### src/rtl/mux_shift_receiver.sv
// Deserialiser for the four-lane mux configuration link, oversampled in clk_i.
// Optional MUX_RX_ONEHOT_CHECK_EN builds the per-lane priority encoder and one-hot check.
module mux_shift_receiver #(
    parameter int SYNC_STAGES = 2,
    parameter int FRAME_BITS  = 32
) (
    input  logic                          clk_i,
    input  logic                          rst_i,
    input  logic                          latch_i,
    input  logic                          sclk_i,
    input  logic                          TX1_data_i,
    input  logic                          TX2_data_i,
    input  logic                          RX1_data_i,
    input  logic                          RX2_data_i,
    output logic [FRAME_BITS-1:0]         TX1_word_o,
    output logic [FRAME_BITS-1:0]         TX2_word_o,
    output logic [FRAME_BITS-1:0]         RX1_word_o,
    output logic [FRAME_BITS-1:0]         RX2_word_o,
    output logic [$clog2(FRAME_BITS)-1:0] TX1_idx_o,
    output logic [$clog2(FRAME_BITS)-1:0] TX2_idx_o,
    output logic [$clog2(FRAME_BITS)-1:0] RX1_idx_o,
    output logic [$clog2(FRAME_BITS)-1:0] RX2_idx_o,
    output logic [3:0]                    onehot_err_o,
    output logic                          frame_valid_o,
    output logic                          frame_err_o,
    output logic [$clog2(FRAME_BITS):0]   bit_cnt_o,
    output logic                          busy_o
);
    localparam int IW = $clog2(FRAME_BITS);
    localparam int CW = IW + 1;
    localparam logic [CW-1:0] FULL_CNT = CW'(FRAME_BITS);
    localparam logic [CW-1:0] SAT_CNT  = CW'(FRAME_BITS + 1);

    typedef enum logic [1:0] {
        ST_IDLE  = 2'd0,
        ST_SHIFT = 2'd1,
        ST_CHECK = 2'd2
    } state_t;

    logic [SYNC_STAGES-1:0]             latch_sync_r;
    logic [SYNC_STAGES-1:0]             sclk_sync_r;
    logic [3:0][SYNC_STAGES-1:0]        data_sync_r;
    logic [3:0]                         data_in_s;
    logic [3:0]                         data_s;
    logic                               latch_d_r;
    logic                               sclk_d_r;
    logic                               latch_s;
    logic                               sclk_s;
    logic                               latch_fall_s;
    logic                               latch_rise_s;
    logic                               sclk_rise_s;
    state_t                             state_r;
    state_t                             state_nxt_s;
    logic [3:0][FRAME_BITS-1:0]         shreg_r;
    logic [3:0][FRAME_BITS-1:0]         shreg_nxt_s;
    logic [CW-1:0]                      cnt_r;
    logic [CW-1:0]                      cnt_nxt_s;
    logic [3:0][FRAME_BITS-1:0]         word_r;
    logic [CW-1:0]                      bit_cnt_r;
    logic                               frame_valid_r;
    logic                               frame_err_r;
    logic                               busy_r;

    // Lane order throughout is {RX2, RX1, TX2, TX1}.
    assign data_in_s = {RX2_data_i, RX1_data_i, TX2_data_i, TX1_data_i};

    // Synchronisers and edge-detect registers; latch idles high so it resets to 1.
    always_ff @(posedge clk_i) begin
        if (rst_i) begin
            latch_sync_r <= '1;
            sclk_sync_r  <= '0;
            data_sync_r  <= '0;
            latch_d_r    <= 1'b1;
            sclk_d_r     <= 1'b0;
        end else begin
            latch_sync_r <= {latch_sync_r[SYNC_STAGES-2:0], latch_i};
            sclk_sync_r  <= {sclk_sync_r[SYNC_STAGES-2:0], sclk_i};
            for (int l = 0; l < 4; l++) begin
                data_sync_r[l] <= {data_sync_r[l][SYNC_STAGES-2:0], data_in_s[l]};
            end
            latch_d_r    <= latch_s;
            sclk_d_r     <= sclk_s;
        end
    end

    // Synchronised levels and single-cycle edge strobes.
    always_comb begin
        latch_s = latch_sync_r[SYNC_STAGES-1];
        sclk_s  = sclk_sync_r[SYNC_STAGES-1];
        for (int l = 0; l < 4; l++) begin
            data_s[l] = data_sync_r[l][SYNC_STAGES-1];
        end
        latch_fall_s = ~latch_s & latch_d_r;
        latch_rise_s = latch_s & ~latch_d_r;
        sclk_rise_s  = sclk_s & ~sclk_d_r;
    end

    // Next-state, shift and count logic; a final sclk edge coinciding with latch rise still shifts.
    always_comb begin
        state_nxt_s = state_r;
        shreg_nxt_s = shreg_r;
        cnt_nxt_s   = cnt_r;
        case (state_r)
            ST_IDLE: begin
                if (latch_fall_s) begin
                    shreg_nxt_s = '0;
                    cnt_nxt_s   = '0;
                    state_nxt_s = ST_SHIFT;
                end else begin
                    state_nxt_s = ST_IDLE;
                end
            end
            ST_SHIFT: begin
                if (sclk_rise_s) begin
                    if (cnt_r < FULL_CNT) begin
                        for (int l = 0; l < 4; l++) begin
                            shreg_nxt_s[l] = {shreg_r[l][FRAME_BITS-2:0], data_s[l]};
                        end
                    end else begin
                        shreg_nxt_s = shreg_r;
                    end
                    if (cnt_r != SAT_CNT) begin
                        cnt_nxt_s = cnt_r + CW'(1);
                    end else begin
                        cnt_nxt_s = cnt_r;
                    end
                end else begin
                    cnt_nxt_s = cnt_r;
                end
                if (latch_rise_s) begin
                    state_nxt_s = ST_CHECK;
                end else begin
                    state_nxt_s = ST_SHIFT;
                end
            end
            ST_CHECK: state_nxt_s = ST_IDLE;
            default:  state_nxt_s = ST_IDLE;
        endcase
    end

    // Frame state, shift registers and running bit count.
    always_ff @(posedge clk_i) begin
        if (rst_i) begin
            state_r <= ST_IDLE;
            shreg_r <= '0;
            cnt_r   <= '0;
        end else begin
            state_r <= state_nxt_s;
            shreg_r <= shreg_nxt_s;
            cnt_r   <= cnt_nxt_s;
        end
    end

    // Frame verdict: capture good frames, flag bad ones, keep previous words on error.
    always_ff @(posedge clk_i) begin
        if (rst_i) begin
            word_r        <= '0;
            bit_cnt_r     <= '0;
            frame_valid_r <= 1'b0;
            frame_err_r   <= 1'b0;
            busy_r        <= 1'b0;
        end else begin
            frame_valid_r <= 1'b0;
            frame_err_r   <= 1'b0;
            busy_r        <= (state_nxt_s == ST_SHIFT);
            if (state_r == ST_CHECK) begin
                bit_cnt_r <= cnt_r;
                if (cnt_r == FULL_CNT) begin
                    word_r        <= shreg_r;
                    frame_valid_r <= 1'b1;
                end else begin
                    frame_err_r   <= 1'b1;
                end
            end
        end
    end

    assign TX1_word_o    = word_r[0];
    assign TX2_word_o    = word_r[1];
    assign RX1_word_o    = word_r[2];
    assign RX2_word_o    = word_r[3];
    assign bit_cnt_o     = bit_cnt_r;
    assign frame_valid_o = frame_valid_r;
    assign frame_err_o   = frame_err_r;
    assign busy_o        = busy_r;

`ifdef MUX_RX_ONEHOT_CHECK_EN
    logic [3:0][IW-1:0] idx_r;
    logic [3:0]         onehot_err_r;

    function automatic logic [IW-1:0] msb_index(input logic [FRAME_BITS-1:0] w);
        logic [IW-1:0] idx;
        idx = '0;
        for (int i = 0; i < FRAME_BITS; i++) begin
            if (w[i]) idx = IW'(i);
        end
        return idx;
    endfunction

    function automatic logic is_onehot(input logic [FRAME_BITS-1:0] w);
        logic [CW-1:0] pop;
        pop = '0;
        for (int i = 0; i < FRAME_BITS; i++) begin
            pop = pop + CW'(w[i]);
        end
        return (pop == CW'(1));
    endfunction

    // Index and one-hot flags follow the words, so they only change on a good frame.
    always_ff @(posedge clk_i) begin
        if (rst_i) begin
            idx_r        <= '0;
            onehot_err_r <= 4'b0000;
        end else if (state_r == ST_CHECK && cnt_r == FULL_CNT) begin
            for (int l = 0; l < 4; l++) begin
                idx_r[l]        <= msb_index(shreg_r[l]);
                onehot_err_r[l] <= ~is_onehot(shreg_r[l]);
            end
        end
    end

    assign TX1_idx_o    = idx_r[0];
    assign TX2_idx_o    = idx_r[1];
    assign RX1_idx_o    = idx_r[2];
    assign RX2_idx_o    = idx_r[3];
    assign onehot_err_o = onehot_err_r;
`else
    assign TX1_idx_o    = '0;
    assign TX2_idx_o    = '0;
    assign RX1_idx_o    = '0;
    assign RX2_idx_o    = '0;
    assign onehot_err_o = 4'b0000;
`endif

endmodule

### config.mk
export PLATFORM = sky130hd
export DESIGN_NAME = mux_shift_receiver
export DESIGN_NICKNAME = d
export VERILOG_FILES = /design/src/rtl/mux_shift_receiver.sv
export SDC_FILE = /design/constraint.sdc
export NUM_CORES = 1
export LEC_CHECK = 0
export ABC_AREA = 0
export CORE_MARGIN = 2
export CORE_UTILIZATION = 50
export CTS_BUF_LIST = sky130_fd_sc_hd__clkbuf_8
export CTS_CLUSTER_DIAMETER = 200
export DETAILED_ROUTE_END_ITERATION = 10
export PLACE_DENSITY = 0.74
export SLEW_MARGIN = 30
export SYNTH_ARGS = -nofsm -noshare
export SYNTH_HDL_FRONTEND = slang
export SYNTH_SLANG_ARGS = --single-unit
export TNS_END_PERCENT = 1
### constraint.sdc
create_clock -name clk_i -period 2.76 [get_ports clk_i]
set_input_delay 0.276 -clock clk_i [delete_from_list [all_inputs] [get_ports clk_i]]
set_output_delay 0.276 -clock clk_i [all_outputs]
set_load 0.005 [all_outputs]
==> results of run 1 <==
critical path, delay by kind of cell (launching register included):
family | cells | cell delay [ps]
flip-flops | 1 | 390
AO/OA/AOI/OAI | 1 | 300
AND/OR/NAND/NOR | 2 | 670
multiplexers | 1 | 280
buffers and inverters | 1 | 410
cell type report:
type	count	area share [%]
flip-flops and latches	287	42.8
clock buffers	60	6.14
multi-input cells	871	35.6
well taps	285	2.65
repair buffers	158	12.1
inverters	5	0.140
clock inverters	23	0.661
synthesized netlist by cell type (all sizes together):
cell type / number
nor2: 139
a22oi: 1
nand4bb: 1
nand3: 5
nor3: 1
o31ai: 1
nand4: 2
or4: 2
a21oi: 136
o21bai: 1
dfxtp: 287
o311ai: 1
nor4b: 2
mux2i: 131
ha: 3
and2: 130
nor2b: 12
buf: 67
or2: 3
or3: 1
nand2: 261
xnor2: 1
nor4: 2
a211oi: 3
o21ai: 3
or4b: 2
inv: 5
nand2b: 2
clkbuf: 46
and3: 1
conb: 1
cell families after synthesis:
group           Yosys count  share of synthesized area [%]
flops                   287                           50.8
mux                     131                           11.6
buf+inv                 118                           7.88
xor+xnor                  1                         0.0774
compound gates          146                           6.67
fa+ha+maj                 3                          0.332
simple gates            566                           22.7
other cells               1                         0.0331
per-stage QoR:
stage / utilization (%) / cell area (um^2) / instances / hold slack (ps) / power [W]
3_3_place_gp: 55.8 / 12500 / 1606 / 406 / 0.00448
4_1_cts: 59.9 / 13400 / 1689 / 262 / 0.00804
3_5_place_dp: 55.8 / 12500 / 1606 / 409 / 0.00448
5_1_grt: 59.9 / 13400 / 1689 / 280 / 0.00826
6_report: 59.9 / 13400 / 1689 / 297 / 0.00792
2_1_floorplan: - / 11400 / 1276 / 380 / 0.00449
final timing paths:
path | from | end | slack [ps] | cells after the start
worst max-delay path | state_r[1] | shreg_r[108] | 480 | 5
worst max register to register | state_r[1] | shreg_r[108] | 480 | 5
worst min-delay path | rst_i | bit_cnt_o[0] | 300 | 2
worst min register to register | latch_sync_r[0] | latch_sync_r[1] | 430 | 1
state kept, by name (all words and copies together) (netlist names), 6 cells and up:
name / count
cnt_r: 6
bit_cnt_o: 6
RX1_word_o: 32
TX1_word_o: 32
RX2_word_o: 32
TX2_word_o: 32
shreg_r: 128
routing by layer:
metal,part of all wire (%),vias to the layer above,wire length (um)
met5,0,-,0
li1,-,4229,-
met3,5.3,41,1180
met1,47,3909,10500
met2,45,175,10100
met4,2.3,0,523
power by group:
part	switching (W)	internal (W)
clock network	0.00159	0.00194
logic	0.000155	0.0000750
registers	0.00000582	0.00416
==> summary.md, run 1 <==
| Metric | Value |
|---|---|
| Mean routed wirelength per cell | `13.2 um` |
| Antenna Violating Nets Remaining | `0` |
| Actual slew at the worst max-slew pin | `between 700 and 800 ps` |
| Critical path's largest stage delay | `between 600 and 700 ps` |
| Main area contributors after synthesis | `sky130_fd_sc_hd__dfxtp_1 51%, sky130_fd_sc_hd__mux2i_1 12%, sky130_fd_sc_hd__nand2_1 8.7%` |
| Data arrival at the endpoint of the critical path | `between 2000 and 3000 ps` |
| Worst slack at placement | `about 530 ps` |
| Standard-cell row count | `between 50 and 60` |
| Placeable Area | `22400 um^2` |
| Global routing met1 resource utilization | `24.3%` |
| Combined area of the multi-input logic cells | `between 4000 and 5000 um^2` |
| Share of the yosys chip area belonging to registers | `50.8%` |
| Final TNS setup | `0 ps` |
| Number of buffers added by the clock tree synthesis step | `47` |
| Result of the run | `finished, final reports clean` |
| Global-route layer with the greatest usage | `met2` |
| Fraction of post-synthesis cell area in the top cell type by area | `50.8%` |
| Max Transition Viols Final | `0` |
| Final net count | `around 1400` |
| Clk slew on worst S/H paths | `60 ps` |
| Post-Syn Area per Cell | `between 9 and 10 um^2` |
| Met2 capacity usage during global routing | `just over 30%` |
| Distinct cell type count of the synthesized netlist | `37` |
| Initial DRC Count | `between 400 and 500` |
| TritonCTS Sinks | `between 200 and 300` |
| Unrepaired setup endpoints after global routing | `false` |
| Number of antenna repair diodes | `0` |
| Buffers added on ports | `144` |
| Sequential standard cell area | `between 5000 and 6000 um^2` |
| Synth Instances | `between 1000 and 1500` |
| Cts-stage hold buffer count | `0` |
| Top cell type by total area after synthesis | `sky130_fd_sc_hd__dfxtp_1` |
| Number of ports placed on the die boundary | `approximately 170` |
| Maxcap violations | `0` |
| H-tree lvl count | `2` |
| Final setup violation count | `0` |
| Crit. End Element | `register` |
| Synthesis warning total | `0` |
| Commonest cells after routing, fill and taps aside | `287 x sky130_fd_sc_hd__dfxtp_1, 261 x sky130_fd_sc_hd__nand2_1, 143 x sky130_fd_sc_hd__clkdlybuf4s50_1` |
| Largest net degree at the start of global routing | `98` |
| Vert. Die Dim | `around 150 um` |
| Worst slew slack as a fraction of its limit | `between 50% and 60%` |
| Clock latency reported for the late side of the worst-skew pair | `530 ps` |
| Clock root buffer | `sky130_fd_sc_hd__clkbuf_8` |
| Met3 capacity usage during global routing | `under 10%` |
| PD cells | `589 nW/um^2` |
| Clock Skew | `~14 ps` |
| Commonest non-fill, non-tap cell in the layout | `sky130_fd_sc_hd__dfxtp_1` |
| VDD IR max | `roughly 0.37 mV` |
| Post-synth design cell area | `11300 um^2` |
| Leakage power figure | `around 4.8 nW` |
| Highest attainable clock frequency | `approximately 440 MHz` |
| Number of detailed-routing iterations run before antenna repair | `4` |
| Worst-path maximum fanout | `68` |
| Worst setup SP type | `register` |
| Setup slack of the critical path after layout | `between 400 and 500 ps` |
| Total setup buffers inserted after CTS | `0` |
| Placer Congestion | `0.827` |
| Die Width | `between 150 and 200 um` |
| Vias in the first global route | `between 7000 and 8000` |
| Fraction of final layout cells with drive strength greater than 1 | `between 6 and 7%` |
| Final worst path period share | `82.8%` |
| Cts repair resizes | `0` |
| Final-layout fill cell count | `around 2000` |
| Number of antenna violations at the first check in global routing | `1` |
| Max stage delay cell, worst path | `sky130_fd_sc_hd__or4b_4` |
| Routed Wire Length | `around 22000 um` |
| Vias per inst | `around 5` |
| Remaining design rule violation count | `0` |
| Clock period minus worst slack | `~2300 ps` |
| Global-route usage over all layers | `around a fifth` |
| First-pass GRT wire length | `around 38000 um` |
| Worst setup path category | `register to register` |
| Die Area | `23900 um^2` |
| Post-synthesis register bit count | `around 290` |
| Effective utilization at floorplan | `between 50 and 60%` |
| TritonCTS clock tree | `done` |
| Worst endpoint required time | `~3200 ps` |
| Overflow left after global routing | `0` |
| Series of cell instances along the critical path | `or4b_4, a22oi_2, buf_12, mux2i_1, nor2_1` |
| Hold Crit Class | `primary input to register` |
| Deepest clock path buffer count | `3` |
| Final HPWL DP | `between 10000 and 15000 um` |
| Area added between synthesis and finish | `18.8%` |
| Vias after detailed routing | `around 8400` |
| Final hold vios | `0` |
Power figures use the tool's default switching activity.
==> inputs of run 2 (changes only) <==
Clock period 2.76 ns to 2.38 ns, I/O delays scaled along.
==> summary.md, run 2 (synthesized netlist as in run 1, its figures left out) <==
| Metric | Value |
|---|---|
| TritonCTS Sinks | `287 (unchanged)` |
| Clk slew on worst S/H paths | `60 ps (about the same)` |
| Routed Wire Length | `22500 um (+0.63%)` |
| Total setup buffers inserted after CTS | `0 (unchanged)` |
| Number of detailed-routing iterations run before antenna repair | `4 (unchanged)` |
| Length in cells of the worst reg-to-reg path | `5 (unchanged)` |
| Final setup violation count | `0 (unchanged)` |
| Series of cell instances along the critical path | `or4b_4, a22oi_2, buf_12, mux2i_1, nor2_1` |
| Die Width | `154 um (unchanged)` |
| Max FFs per register | `128 (unchanged)` |
| Die Area | `23900 um^2 (unchanged)` |
| Setup crit end | `shreg_r[69]` |
| Area added between synthesis and finish | `20.3%` |
| Hold Crit Class | `primary input to register` |
| Clock latency reported for the late side of the worst-skew pair | `540 ps (about the same)` |
| Mean routed wirelength per cell | `13.3 um (+0.27%)` |
| Number of ports placed on the die boundary | `169 (unchanged)` |
| H-tree lvl count | `2 (unchanged)` |
| Overflow left after global routing | `0 (unchanged)` |
| Critical register-to-register path startpoint | `state_r[1]` |
| Highest attainable clock frequency | `460 MHz (+5.0%)` |
| Combined area of the multi-input logic cells | `4780 um^2 (unchanged)` |
| Vias per inst | `4.95 (about the same)` |
| Register name with the most flops | `shreg_r` |
| Max Transition Viols Final | `0 (unchanged)` |
| Leakage power figure | `4.86 nW (+1.1%)` |
| Placeable Area | `22400 um^2 (unchanged)` |
| Flop-to-flop setup slack | `200 ps (-270 ps)` |
| Global-route usage over all layers | `18.7% (+0.097 points)` |
| Actual slew at the worst max-slew pin | `691 ps (-31.1 ps)` |
| Crit. End Element | `register` |
| Fin area | `13600 um^2 (+1.3%)` |
| Commonest cells after routing, fill and taps aside | `287 x sky130_fd_sc_hd__dfxtp_1, 261 x sky130_fd_sc_hd__nand2_1, 143 x sky130_fd_sc_hd__clkdlybuf4s50_1` |
| Commonest non-fill, non-tap cell in the layout | `sky130_fd_sc_hd__dfxtp_1` |
| Fraction of final layout cells with drive strength greater than 1 | `7.17% (+1.0 points)` |
| Cell area after placement | `12600 um^2 (+0.68%)` |
| Buffers added on ports | `144 (unchanged)` |
| Largest net degree at the start of global routing | `129 (+32%)` |
| Final HPWL DP | `13200 um (-0.25%)` |
| Crit path max-delay family | `simple AND/OR/NAND/NOR gates` |
| Data arrival at the endpoint of the critical path | `2570 ps (-100 ps)` |
| Count of cell instances traversed by the critical path | `5 (unchanged)` |
| Worst slew slack as a fraction of its limit | `54.0% (+2.1 points)` |
| Final TNS setup | `0 ps (unchanged)` |
| Final net count | `1383 (+0.14%)` |
| Initial DRC Count | `430 (-0.46%)` |
| PD cells | `698 nW/um^2 (+18%)` |
| Vias after detailed routing | `8384 (+0.36%)` |
| Worst endpoint required time | `2780 ps (-370 ps)` |
| Remaining design rule violation count | `0 (unchanged)` |
| Deepest clock path buffer count | `3 (unchanged)` |
| Maxcap violations | `0 (unchanged)` |
| Setup slack of the critical path after layout | `204 ps (-272 ps)` |
| Vias in the first global route | `8067 (+2.2%)` |
| Clock root buffer | `sky130_fd_sc_hd__clkbuf_8` |
| Overall power after layout | `0.00951 W (+20%)` |
| Sequential standard cell area | `5750 um^2 (unchanged)` |
| Clock Skew | `16.5 ps (+2.64 ps)` |
| Final-layout fill cell count | `1956 (-1.3%)` |
| Unrepaired setup endpoints after global routing | `false` |
| Standard-cell row count | `55 (unchanged)` |
| Cts-stage hold buffer count | `0 (unchanged)` |
| Worst setup path category | `register to register` |
| Placer Congestion | `0.734 (-11%)` |
| First-pass GRT wire length | `38000 um (+0.86%)` |
| Final worst path period share | `91.4% (+8.7 points)` |
| Worst reg2reg endpoint | `shreg_r[69]` |
| Startpoint of the worst setup timing path | `state_r[1]` |
| Max stage delay cell, worst path | `sky130_fd_sc_hd__or4b_4` |
| Cts repair resizes | `0 (unchanged)` |
| Result of the run | `finished, final reports clean` |
| Number of antenna violations at the first check in global routing | `1 (unchanged)` |
| Worst-path maximum fanout | `64 (-5.9%)` |
| Worst setup SP type | `register` |
| Final hold vios | `0 (unchanged)` |
| Critical path's largest stage delay | `600 ps (about the same)` |
| Vert. Die Dim | `154 um (unchanged)` |
| VDD IR max | `0.425 mV (+16%)` |
| Worst slack at placement | `250 ps (-276 ps)` |
| TritonCTS clock tree | `done` |
| Number of buffers and inverters on the critical path | `1 (unchanged)` |
| Number of buffers added by the clock tree synthesis step | `46 (-2.1%)` |
| Effective utilization at floorplan | `50.4% (unchanged)` |
| Antenna Violating Nets Remaining | `0 (unchanged)` |
| Clock period minus worst slack | `2180 ps (-108 ps)` |
-- run 2: worst min path at each step --
| stage | depth (start not counted) | slack [ps] | to | from |
|---|---|---|---|---|
| floorplan | 1 | 340 | latch_sync_r[0] | latch_i |
| global placement | 1 | 400 | latch_sync_r[1] | latch_sync_r[0] |
| detailed placement | 1 | 400 | latch_sync_r[1] | latch_sync_r[0] |
| CTS | 2 | 210 | data_sync_r[2] | TX2_data_i |
| global route | 2 | 240 | data_sync_r[4] | RX1_data_i |
| finish | 2 | 240 | data_sync_r[2] | TX2_data_i |
-- run 2: area by class of cell --
type / instances / area share, %
clock inverter: 21 / 0.919
tap: 285 / 2.62
clock buffer: 64 / 6.47
inverter: 5 / 0.138
timing repair buffer: 161 / 12.6
multi-input combinational: 871 / 35.1
sequential: 287 / 42.2
antenna: 1 / 0.0184
-- run 2: per-layer routing --
layer  global-route usage (%)  vias to the layer above  part of all wire (%)
met4                     6.44                        0                   2.3
met2                     31.1                      185                    45
met5                        0                        -                     0
li1                         -                     4248                     -
met3                     4.40                       39                   5.0
met1                     24.0                     3912                    47
-- run 2: report_power, final --
part,internal [W],total (W),switching [W]
sequential,0.00482,0.00482,0.00000677
combinational,0.0000992,0.000284,0.000185
clock,0.00251,0.00440,0.00189
-- run 2: metrics by stage --
stage / hold slack, ps / utilization, % / std cells
floorplan: 342 / - / 1276
global placement: 399 / 56.2 / 1609
detailed placement: 403 / 56.2 / 1609
CTS: 212 / 60.7 / 1694
global route: 236 / 60.7 / 1694
finish: 243 / 60.7 / 1695
